$ cat config.mk
export PLATFORM = sky130hd
export DESIGN_NAME = dma_bench_replayer
export DESIGN_NICKNAME = d
export VERILOG_FILES = /design/src/rtl/dma_bench_pkg.sv /design/src/rtl/dma_bench_addr_gen.sv /design/src/rtl/dma_bench_replayer.sv
export SDC_FILE = /design/constraint.sdc
export NUM_CORES = 2
export LEC_CHECK = 0
export BUFFER_PORTS_ARGS = -buffer_cell sky130_fd_sc_hd__buf_4
export CAP_MARGIN = 15
export CORE_UTILIZATION = 43
export DETAILED_ROUTE_END_ITERATION = 12
export GPL_ROUTABILITY_DRIVEN = 0
export SLEW_MARGIN = 30
export SYNTH_ARGS = -nofsm -noshare
export SYNTH_HDL_FRONTEND = slang
export SYNTH_HIERARCHICAL = 1
export SYNTH_SLANG_ARGS = --single-unit
export TNS_END_PERCENT = 5
$ cat constraint.sdc
create_clock -name CLK -period 11.75 [get_ports CLK]
set_input_delay 0.5875 -clock CLK [delete_from_list [all_inputs] [get_ports CLK]]
set_output_delay 0.5875 -clock CLK [all_outputs]
set_load 0.005 [all_outputs]
$ cat src/rtl/dma_bench_pkg.sv
// Shared types and constants for the DMA benchmark descriptor replayer.
package dma_bench_pkg;

  typedef enum logic [1:0] {
    MODE_PASS  = 2'd0,
    MODE_FIXED = 2'd1,
    MODE_SEQ   = 2'd2,
    MODE_WRAP  = 2'd3
  } mode_t;

  typedef enum logic [1:0] {
    IDLE   = 2'd0,
    RUN    = 2'd1,
    FINISH = 2'd2
  } state_t;

  localparam int C_EOP_BIT = 3;

endpackage

$ cat src/rtl/dma_bench_addr_gen.sv
// Combinational next-descriptor-address generator for the replay modes.
module dma_bench_addr_gen
  import dma_bench_pkg::*;
#(
  parameter int C_ADDR_WIDTH = 64
) (
  input  logic [1:0]              mode,
  input  logic [C_ADDR_WIDTH-1:0] addr,
  input  logic [C_ADDR_WIDTH-1:0] size,
  input  logic [C_ADDR_WIDTH-1:0] base,
  input  logic [C_ADDR_WIDTH-1:0] window,
  input  logic [C_ADDR_WIDTH-1:0] orig_addr,
  output logic [C_ADDR_WIDTH-1:0] next_addr
);

  logic [C_ADDR_WIDTH-1:0] seq_s;
  logic [C_ADDR_WIDTH-1:0] span_s;

  assign seq_s  = addr + size;
  assign span_s = (seq_s - base) + size;

  // Select the next address; a zero window degrades wrap mode to plain sequential.
  always_comb begin
    next_addr = addr;
    case (mode_t'(mode))
      MODE_FIXED: next_addr = orig_addr;
      MODE_SEQ:   next_addr = seq_s;
      MODE_WRAP: begin
        if ((window != {C_ADDR_WIDTH{1'b0}}) && (span_s > window)) begin
          next_addr = base;
        end else begin
          next_addr = seq_s;
        end
      end
      default:    next_addr = addr;
    endcase
  end

endmodule

$ cat src/rtl/dma_bench_replayer.sv
// Captures one descriptor and replays it N times towards the DMA engine.
// Optional per-iteration min/max statistics: define DMA_BENCH_ITER_STATS_EN.
module dma_bench_replayer
  import dma_bench_pkg::*;
#(
  parameter int C_ITER_WIDTH = 32,
  parameter int C_ADDR_WIDTH = 64,
  parameter int C_CYC_WIDTH  = 48
) (
  input  logic                    CLK,
  input  logic                    RST_N,
  input  logic [1:0]              CFG_MODE,
  input  logic [C_ITER_WIDTH-1:0] CFG_NITERATIONS,
  input  logic [C_ADDR_WIDTH-1:0] CFG_WINDOW_SIZE,
  input  logic [7:0]              ORIGINAL_CONTROL_BYTE,
  output logic [7:0]              FAKED_CONTROL_BYTE,
  input  logic                    ORIGINAL_ENGINE_VALID,
  output logic                    FAKED_ENGINE_VALID,
  input  logic [C_ADDR_WIDTH-1:0] ORIGINAL_SIZE_AT_DESCRIPTOR,
  input  logic [C_ADDR_WIDTH-1:0] ORIGINAL_ADDR_AT_DESCRIPTOR,
  output logic [C_ADDR_WIDTH-1:0] FAKED_SIZE_AT_DESCRIPTOR,
  output logic [C_ADDR_WIDTH-1:0] FAKED_ADDR_AT_DESCRIPTOR,
  output logic                    BUSY,
  output logic                    DONE,
  output logic [C_ITER_WIDTH-1:0] ITERATIONS_DONE,
  output logic [C_CYC_WIDTH-1:0]  ELAPSED_CYCLES,
  output logic [C_CYC_WIDTH-1:0]  MIN_ITER_CYCLES,
  output logic [C_CYC_WIDTH-1:0]  MAX_ITER_CYCLES
);

  state_t                  state_r, state_nxt_s;
  logic [1:0]              mode_r, mode_nxt_s;
  logic [C_ITER_WIDTH-1:0] niter_r, niter_nxt_s;
  logic [C_ITER_WIDTH-1:0] iter_r, iter_nxt_s;
  logic [C_ITER_WIDTH-1:0] iters_done_r, iters_done_nxt_s;
  logic [C_ADDR_WIDTH-1:0] window_r, window_nxt_s;
  logic [C_ADDR_WIDTH-1:0] base_r, base_nxt_s;
  logic [C_ADDR_WIDTH-1:0] size_r, size_nxt_s;
  logic [C_ADDR_WIDTH-1:0] addr_r, addr_nxt_s;
  logic [C_CYC_WIDTH-1:0]  elapsed_r, elapsed_nxt_s;
  logic                    valid_r, valid_nxt_s;
  logic                    busy_r, busy_nxt_s;
  logic                    done_r, done_nxt_s;

  logic                    eop_s;
  logic                    last_s;
  logic                    pass_s;
  logic                    start_s;
  logic [C_ADDR_WIDTH-1:0] gen_addr_s;

  assign eop_s   = ORIGINAL_CONTROL_BYTE[C_EOP_BIT];
  assign last_s  = (iter_r == niter_r);
  // Only IDLE can be in passthrough: RUN is never entered with mode 0.
  assign pass_s  = (state_r == IDLE) && (CFG_MODE == MODE_PASS);
  assign start_s = (state_r == IDLE) && ORIGINAL_ENGINE_VALID && (CFG_MODE != MODE_PASS);

  dma_bench_addr_gen #(
    .C_ADDR_WIDTH (C_ADDR_WIDTH)
  ) u_addr_gen (
    .mode      (mode_r),
    .addr      (addr_r),
    .size      (size_r),
    .base      (base_r),
    .window    (window_r),
    .orig_addr (ORIGINAL_ADDR_AT_DESCRIPTOR),
    .next_addr (gen_addr_s)
  );

  // Next-state and datapath update for the replay sequencer.
  always_comb begin
    state_nxt_s      = state_r;
    mode_nxt_s       = mode_r;
    niter_nxt_s      = niter_r;
    iter_nxt_s       = iter_r;
    iters_done_nxt_s = iters_done_r;
    window_nxt_s     = window_r;
    base_nxt_s       = base_r;
    size_nxt_s       = size_r;
    addr_nxt_s       = addr_r;
    elapsed_nxt_s    = elapsed_r;
    valid_nxt_s      = valid_r;
    busy_nxt_s       = busy_r;
    done_nxt_s       = 1'b0;
    case (state_r)
      IDLE: begin
        size_nxt_s  = ORIGINAL_SIZE_AT_DESCRIPTOR;
        addr_nxt_s  = ORIGINAL_ADDR_AT_DESCRIPTOR;
        valid_nxt_s = 1'b0;
        busy_nxt_s  = 1'b0;
        iter_nxt_s  = C_ITER_WIDTH'(1);
        if (start_s) begin
          state_nxt_s      = RUN;
          mode_nxt_s       = CFG_MODE;
          if (CFG_NITERATIONS == {C_ITER_WIDTH{1'b0}}) begin
            niter_nxt_s = C_ITER_WIDTH'(1);
          end else begin
            niter_nxt_s = CFG_NITERATIONS;
          end
          window_nxt_s     = CFG_WINDOW_SIZE;
          base_nxt_s       = ORIGINAL_ADDR_AT_DESCRIPTOR;
          valid_nxt_s      = 1'b1;
          busy_nxt_s       = 1'b1;
          elapsed_nxt_s    = {C_CYC_WIDTH{1'b0}};
          iters_done_nxt_s = {C_ITER_WIDTH{1'b0}};
        end else begin
          state_nxt_s = IDLE;
        end
      end
      RUN: begin
        if (&elapsed_r) begin
          elapsed_nxt_s = elapsed_r;
        end else begin
          elapsed_nxt_s = elapsed_r + C_CYC_WIDTH'(1);
        end
        if (eop_s) begin
          iters_done_nxt_s = iters_done_r + C_ITER_WIDTH'(1);
          if (last_s) begin
            state_nxt_s = FINISH;
            valid_nxt_s = 1'b0;
            busy_nxt_s  = 1'b0;
            done_nxt_s  = 1'b1;
          end else begin
            iter_nxt_s = iter_r + C_ITER_WIDTH'(1);
            size_nxt_s = ORIGINAL_SIZE_AT_DESCRIPTOR;
            addr_nxt_s = gen_addr_s;
          end
        end else begin
          state_nxt_s = RUN;
        end
      end
      FINISH: begin
        state_nxt_s = IDLE;
      end
      default: begin
        state_nxt_s = IDLE;
        valid_nxt_s = 1'b0;
        busy_nxt_s  = 1'b0;
      end
    endcase
  end

  // State and datapath registers with synchronous active-low reset.
  always_ff @(posedge CLK) begin
    if (!RST_N) begin
      state_r      <= IDLE;
      mode_r       <= 2'd0;
      niter_r      <= {C_ITER_WIDTH{1'b0}};
      iter_r       <= C_ITER_WIDTH'(1);
      iters_done_r <= {C_ITER_WIDTH{1'b0}};
      window_r     <= {C_ADDR_WIDTH{1'b0}};
      base_r       <= {C_ADDR_WIDTH{1'b0}};
      size_r       <= {C_ADDR_WIDTH{1'b0}};
      addr_r       <= {C_ADDR_WIDTH{1'b0}};
      elapsed_r    <= {C_CYC_WIDTH{1'b0}};
      valid_r      <= 1'b0;
      busy_r       <= 1'b0;
      done_r       <= 1'b0;
    end else begin
      state_r      <= state_nxt_s;
      mode_r       <= mode_nxt_s;
      niter_r      <= niter_nxt_s;
      iter_r       <= iter_nxt_s;
      iters_done_r <= iters_done_nxt_s;
      window_r     <= window_nxt_s;
      base_r       <= base_nxt_s;
      size_r       <= size_nxt_s;
      addr_r       <= addr_nxt_s;
      elapsed_r    <= elapsed_nxt_s;
      valid_r      <= valid_nxt_s;
      busy_r       <= busy_nxt_s;
      done_r       <= done_nxt_s;
    end
  end

  // Intermediate EOPs are masked so the user sees a single completion.
  assign FAKED_CONTROL_BYTE       = pass_s ? ORIGINAL_CONTROL_BYTE :
                                    {4'h0, (eop_s && (state_r == RUN) && last_s), 3'h0};
  assign FAKED_ENGINE_VALID       = pass_s ? ORIGINAL_ENGINE_VALID : valid_r;
  assign FAKED_SIZE_AT_DESCRIPTOR = pass_s ? ORIGINAL_SIZE_AT_DESCRIPTOR : size_r;
  assign FAKED_ADDR_AT_DESCRIPTOR = pass_s ? ORIGINAL_ADDR_AT_DESCRIPTOR : addr_r;
  assign BUSY                     = busy_r;
  assign DONE                     = done_r;
  assign ITERATIONS_DONE          = iters_done_r;
  assign ELAPSED_CYCLES           = elapsed_r;

`ifdef DMA_BENCH_ITER_STATS_EN
  logic [C_CYC_WIDTH-1:0] iter_cyc_r;
  logic [C_CYC_WIDTH-1:0] min_r;
  logic [C_CYC_WIDTH-1:0] max_r;
  logic [C_CYC_WIDTH-1:0] iter_len_s;

  // Length of the current iteration including the EOP cycle.
  assign iter_len_s = iter_cyc_r + C_CYC_WIDTH'(1);

  // Per-iteration cycle counter and min/max tracking.
  always_ff @(posedge CLK) begin
    if (!RST_N) begin
      iter_cyc_r <= {C_CYC_WIDTH{1'b0}};
      min_r      <= {C_CYC_WIDTH{1'b1}};
      max_r      <= {C_CYC_WIDTH{1'b0}};
    end else if (start_s) begin
      iter_cyc_r <= {C_CYC_WIDTH{1'b0}};
      min_r      <= {C_CYC_WIDTH{1'b1}};
      max_r      <= {C_CYC_WIDTH{1'b0}};
    end else if (state_r == RUN) begin
      if (eop_s) begin
        iter_cyc_r <= {C_CYC_WIDTH{1'b0}};
        if (iter_len_s < min_r) begin
          min_r <= iter_len_s;
        end
        if (iter_len_s > max_r) begin
          max_r <= iter_len_s;
        end
      end else if (!(&iter_cyc_r)) begin
        iter_cyc_r <= iter_len_s;
      end
    end
  end

  assign MIN_ITER_CYCLES = min_r;
  assign MAX_ITER_CYCLES = max_r;
`else
  assign MIN_ITER_CYCLES = {C_CYC_WIDTH{1'b0}};
  assign MAX_ITER_CYCLES = {C_CYC_WIDTH{1'b0}};
`endif

endmodule

Word level (Yosys, flattened, before mapping)
Index checks and enable logic that the tools add are counted.

word-level totals
  bits of input ports = 237
  logic and storage cells = 84
  latch bits = 0
  bits in writable memories = 0
  flip-flop bits (word level) = 406
  output and inout bits = 315
  bits in read-only memories = 0
  memories = 0

operators by class
  shift operators = 0
  multiplexer cells = 31
  equality and inequality tests = 13
  multiply operators = 0
  add/sub/neg operators = 6
  reductions and logical operators = 20
  order comparisons = 1
  div/mod/pow operators = 0
  bitwise logic cells = 1

operators with widths
  kind                                           number
  two-way mux 64 bit                             7
  case mux 64 bit (2 select lines)               2
  case mux 64 bit (3 select lines)               1
  two-way mux 32 bit                             5
  adder 64 bit                                   2
  case mux 32 bit (2 select lines)               2
  two-way mux 48 bit                             2
  case mux 48 bit (2 select lines)               1
  adder 32 x 1 -> 32 bit, second input constant  2
  greater-than comparator 64 bit                 1
  nonzero test 64 bit                            1
  subtractor 64 bit                              1
  adder 48 x 1 -> 48 bit, second input constant  1
  AND reduction 48 bit                           1
  == test 32 bit                                 1
  zero test 32 bit                               1
  AND reduction 3 bit                            5
  inequality test 2 bit, second input constant   5
  two-way mux 8 bit                              1
  == test 2 bit, second input constant           3
  logical AND 1 bit                              6
  two-way mux 1 bit                              6
  == test 2 x 1 -> 1 bit, second input constant  2
  zero test 2 bit                                2
  9 further kinds                                11

Logic depth before layout (Yosys ltp)
  depth after elaboration = 10
  mapped depth = 44
  depth with buffers taken out = 41

Hierarchy
The synthesis kept the hierarchy.

by module, submodules not included
  module              cells each  instances  seq. area each (sq um)  area an instance (sq um)
  dma_bench_replayer  2300        1          8127.8                  19138.4
  dma_bench_addr_gen  1836        1          0.0                     12549.5

Worst setup path before layout
OpenSTA, ideal clock, no wires.

  path kind = register -> register
  from = reg size_r[1]
  to = reg addr_r[60]
  data required time = 11617 ps
  clock period less this slack = 8438 ps
  stages on the path, launching flop included = 42
  arrival time = 8305 ps
  library setup time = 133 ps
  buffers on the path = 3
  slack = 3312 ps
  cells stage by stage = dfxtp_1 > ha_1 > a21oi_1 > nand4b_1 > a21boi_1 > a41oi_1 > o21a_1 > o31a_1 > o41a_1 > o21ai_0 > xnor2_1 > fa_1 > inv_1 > ha_1 > clkbuf_1 > a21o_1 > a21o_1 > a21oi_1 > [... 6 more ...] > a21oi_2 > a2111oi_2 > nand3b_1 > ha_1 > nor2b_1 > o21ai_0 > a21boi_0 > o21ai_0 > o21ai_0 > a211o_1 > o21ai_0 > clkbuf_1 > nor2_1 > nor2_1 > buf_2 > a221oi_1 > nand2_1 > a311oi_1

on the way
  longest elaborated chain between the ends = 10

RTL lines
  item                                line                       text
  start: declaration                  dma_bench_replayer.sv:38   logic [C_ADDR_WIDTH-1:0] size_r, size_nxt_s;
  start signal: assignment            dma_bench_replayer.sv:152  size_r <= {C_ADDR_WIDTH{1'b0}};
  start signal: assignment            dma_bench_replayer.sv:166  size_r <= size_nxt_s;
  adder 64 bit                        dma_bench_addr_gen.sv:19   assign seq_s = addr + size;
  subtractor 64 bit                   dma_bench_addr_gen.sv:20   assign span_s = (seq_s - base) + size;
  adder 64 bit                        dma_bench_addr_gen.sv:20
  greater-than comparator 64 bit      dma_bench_addr_gen.sv:29   if ((window != {C_ADDR_WIDTH{1'b0}}) && (span_s > window)) begin
  logical AND 1 bit                   dma_bench_addr_gen.sv:29
  two-way mux 64 bit                  dma_bench_addr_gen.sv:29
  case mux 64 bit (3 select lines) *  dma_bench_addr_gen.sv:25   case (mode_t'(mode))
  named net gen_addr_s[60]            dma_bench_replayer.sv:49   logic [C_ADDR_WIDTH-1:0] gen_addr_s;
  two-way mux 64 bit *                dma_bench_replayer.sv:117  if (last_s) begin
  two-way mux 64 bit *                dma_bench_replayer.sv:115  if (eop_s) begin
  case mux 64 bit (2 select lines) *  dma_bench_replayer.sv:84   case (state_r)
  end signal: assignment              dma_bench_replayer.sv:153  addr_r <= {C_ADDR_WIDTH{1'b0}};
  end signal: assignment              dma_bench_replayer.sv:167  addr_r <= addr_nxt_s;
  end: declaration                    dma_bench_replayer.sv:39   logic [C_ADDR_WIDTH-1:0] addr_r, addr_nxt_s;

Mark *: on every way through the listed nets, which the timed path passes. The rest lies on a longest branch. The select of a mux whose other input is x is not followed.
A chain may end at the register's enable or synchronous reset.

Worst setup path after layout
  from = reg addr_r[1]
  to = reg addr_r[30]

on the way
  longest elaborated chain between the ends = 10

RTL lines
  item                                line
  adder 64 bit *                      dma_bench_addr_gen.sv:19
  subtractor 64 bit                   dma_bench_addr_gen.sv:20
  adder 64 bit                        dma_bench_addr_gen.sv:20
  greater-than comparator 64 bit      dma_bench_addr_gen.sv:29
  logical AND 1 bit                   dma_bench_addr_gen.sv:29
  two-way mux 64 bit                  dma_bench_addr_gen.sv:29
  case mux 64 bit (3 select lines) *  dma_bench_addr_gen.sv:25
  named net gen_addr_s[30]            dma_bench_replayer.sv:49
  two-way mux 64 bit *                dma_bench_replayer.sv:117
  two-way mux 64 bit *                dma_bench_replayer.sv:115
  case mux 64 bit (2 select lines) *  dma_bench_replayer.sv:84

Marked as above.

==> impl_metrics.py <==
metrics = {
    "synthesis": {
        "synth.cells.most_frequent": "nand2_1, dfxtp_1, a21oi_1, inv_1, o21ai_0",
        "syn-mean-instance-area_sq_um": 7.661,
        "ys_types": 100,
        "synth.most_common_cell": "nand2_1",
        "yosysWarningCount": 6,
        "synth.area.mux_share_pct": 7.230,
        "synth_edf_count": 0,
        "synth_compound_area_share_pct": 20.49,
        "synth.cell_area_sq_um": 31690,
        "yosys.area_share.adder_pct": 11.66,
        "ys_ff_latch": 406,
        "async_flop_share_pct": 0,
        "yosysSeqAreaShare_pct": 25.65,
        "synth_xor_area_share_pct": 5.271,
        "synth_simple_gate_area_share_pct": 20.80,
        "synth_area_leaders": "dfxtp_1, nand2_1, ha_1",
        "synthCells": 4136,
        "synth_top_family_by_area": "simple AND/OR/NAND/NOR gates",
        "synth_top_area_share_pct": 25.65,
        "synth_top_area_cell": "dfxtp_1",
        "synth_ff_type": "dfxtp_1",
    },
    "grt": {
        "grt_usage_pct": 28.08,
        "grt_pass1_wl_mm": 167.2,
        "grt.overflow.total": 0,
        "grt.busiest_layer": "met2",
        "grtUsageMet3_pct": 4.175,
        "grtUsageMet1_pct": 38.28,
        "grt_antenna_before_repair": 5,
        "grt_pass1_vias": 28952,
        "use_met2_pct": 45.56,
        "grt_max_degree": 137,
    },
    "run": {
        "drv_cap": 0,
    },
    "final_layout": {
        "drive_gt1_share_pct": 17.31,
        "syn_to_final_growth_pct": 16.98,
        "stdcell_count": 5441,
        "fin_area_sq_um": 37070,
        "nets": 4931,
    },
    "timing": {
        "fin_ws_ps": 1499,
        "post-route-period-util_pct": 87.24,
        "worst_pin_slew_ps": 1025,
        "slew_headroom_pct": 31.70,
        "setup_viol": 0,
        "hold_violations": 0,
        "holdWs_ps": 168.9,
        "setup-tns-final_ps": 0,
        "rsz0062_at_grt": "false",
        "fmax_mhz": 97.55,
        "clock-skew-final_ps": 24.18,
        "period_needed_ps": 10250,
        "drv_slew": 0,
    },
    "placement": {
        "portBuffers": 455,
        "dp_hpwl_mm": 78.46,
        "dpl_cell_area_sq_um": 35290,
        "place_ws_ps": 1697,
        "dp_cells": 5343,
    },
    "critical_path": {
        "r2r.worst_path.cells": 39,
        "required_ps": 12270,
        "startpoint_type": "flip-flop",
        "r2r-start": "addr_r[1]",
        "crit_path_frequent_cell": "a21oi_1",
        "critPathSlowestCell": "o41a_1",
        "end_kind": "flip-flop",
        "r2r_slack_ps": 1500,
        "crit_type": "reg -> reg",
        "cp_slowest_stage_delay_ps": 550,
        "rr_endpoint": "addr_r[30]",
        "crit_fanout": 39,
        "arrival_ps": 10770,
    },
    "clocking": {
        "cts_made_buffers": 50,
        "root_buffer": "clkbuf_16",
        "clk_pin_slew_ps": 60,
        "ctsHtreeMaxLevel": 2,
        "clk_latency_ps": 630,
        "cts.sinks": 406,
        "ctsLongestPathBuffers": 3,
        "postCtsSetupBuffers": 0,
        "cts_hold_buf": 0,
        "ctsResizeCount": 0,
        "cts_tree": "yes",
    },
    "floorplan": {
        "rows": 99,
        "die_h_um": 273.5,
        "initial_core_util_pct": 43.43,
        "ios": 552,
        "die_area_sq_um": 74780,
        "coreArea_sq_um": 72960,
        "die_w_um": 273.5,
    },
    "detailed_routing": {
        "vias_per_cell": 5.706,
        "drc_errors": 0,
        "wire_per_inst_um": 20.01,
        "ant_nets": 0,
        "via_count": 31046,
        "routed_wl_mm": 108.9,
        "drt_iter0_markers": 2419,
        "firstDrtPassIters": 6,
    },
    "pwr": {
        "ir_worst_vdd_mv": 0.1217,
        "p_leak_nw": 15.53,
        "p_per_area_nw_per_um2": 175.1,
    },
    "worst_hold_path": {
        "hold-path-cell-count": 2,
        "holdCritStartpoint": "CFG_NITERATIONS[24]",
        "hold_path_class": "in -> reg",
        "worstHoldEndpoint": "niter_r[24]",
    },
    "status": {
        "status": "finished, final reports clean",
    },
}
worst max-delay path: cells and delay by family, from the launching register on:
kind | cells | cell delay [ps]
mux | 1 | 470
fa+ha+maj | 4 | 1480
compound gates | 25 | 6230
buf+inv | 2 | 550
flops | 1 | 370
simple gates | 5 | 640
xor+xnor | 2 | 320
metrics by stage:
step / util [%] / power, W
after floorplan: - / 0.003880
after global placement: 48.37 / 0.004790
after detailed placement: 48.37 / 0.004800
after CTS: 50.76 / 0.006477
after global routing: 50.81 / 0.006958
final: 50.81 / 0.006490
worst max-delay path by stage:
stage                   start          to  slack [ps]  cells after the start
floorplan           size_r[1]  addr_r[60]        3310                     41
global placement    size_r[1]  addr_r[36]        1890                     39
detailed placement  addr_r[1]  addr_r[30]        1700                     39
CTS                 addr_r[1]  addr_r[30]        1610                     39
global route        size_r[1]  addr_r[36]         910                     39
finish              addr_r[1]  addr_r[30]        1500                     39
where the power goes:
group | leakage, nW | switching [W] | internal (W) | total [W]
Sequential | 3.33 | 0.0000973 | 0.00145 | 0.00155
Combinational | 11.3 | 0.00194 | 0.00135 | 0.00329
Clock | 0.855 | 0.000679 | 0.000971 | 0.00165
sequential cells by signal (all words and copies together), names as in the netlist, 2 cells and up:
name / flops
base_r: 64
iter_r: 32
ITERATIONS_DONE: 32
size_r: 64
mode_r: 2
addr_r: 64
state_r: 2
ELAPSED_CYCLES: 48
niter_r: 32
window_r: 64
logic make-up after synthesis:
group,count (synthesis)
AO/OA/AOI/OAI,1018
XOR/XNOR,189
adder cells (fa/ha/maj),257
buffers and inverters,628
flip-flops,406
multiplexers,205
other,1
AND/OR/NAND/NOR,1432
placed cells by master (no fill, tap or decap), types with 115 or more instances in the layout:
master,netlist,layout
nand2_1,732,731
buf_4,98,488
dfxtp_1,406,404
a21oi_1,382,382
inv_1,288,287
o21ai_0,202,199
ha_1,193,193
nor2_1,170,167
mux2_2,131,131
xnor2_1,115,115
layout make-up:
cell class              count  area [sq um]
well taps                 959          1200
multi-input cells        3197         21170
flip-flops and latches    406          8130
repair buffers            493          3725
diodes                      5         12.51
inverters                 289          1090
clock buffers              72          1444
fillers                  7325         35890
clock inverters            20         296.5
layer usage:
metal,part of all wire (%),vias to the layer above
met5,0,-
met4,2.7,0
met3,6.4,184
met2,46,1120
met1,45,14768
li1,-,14974
Note: power is estimated with default switching activity, not from simulation.
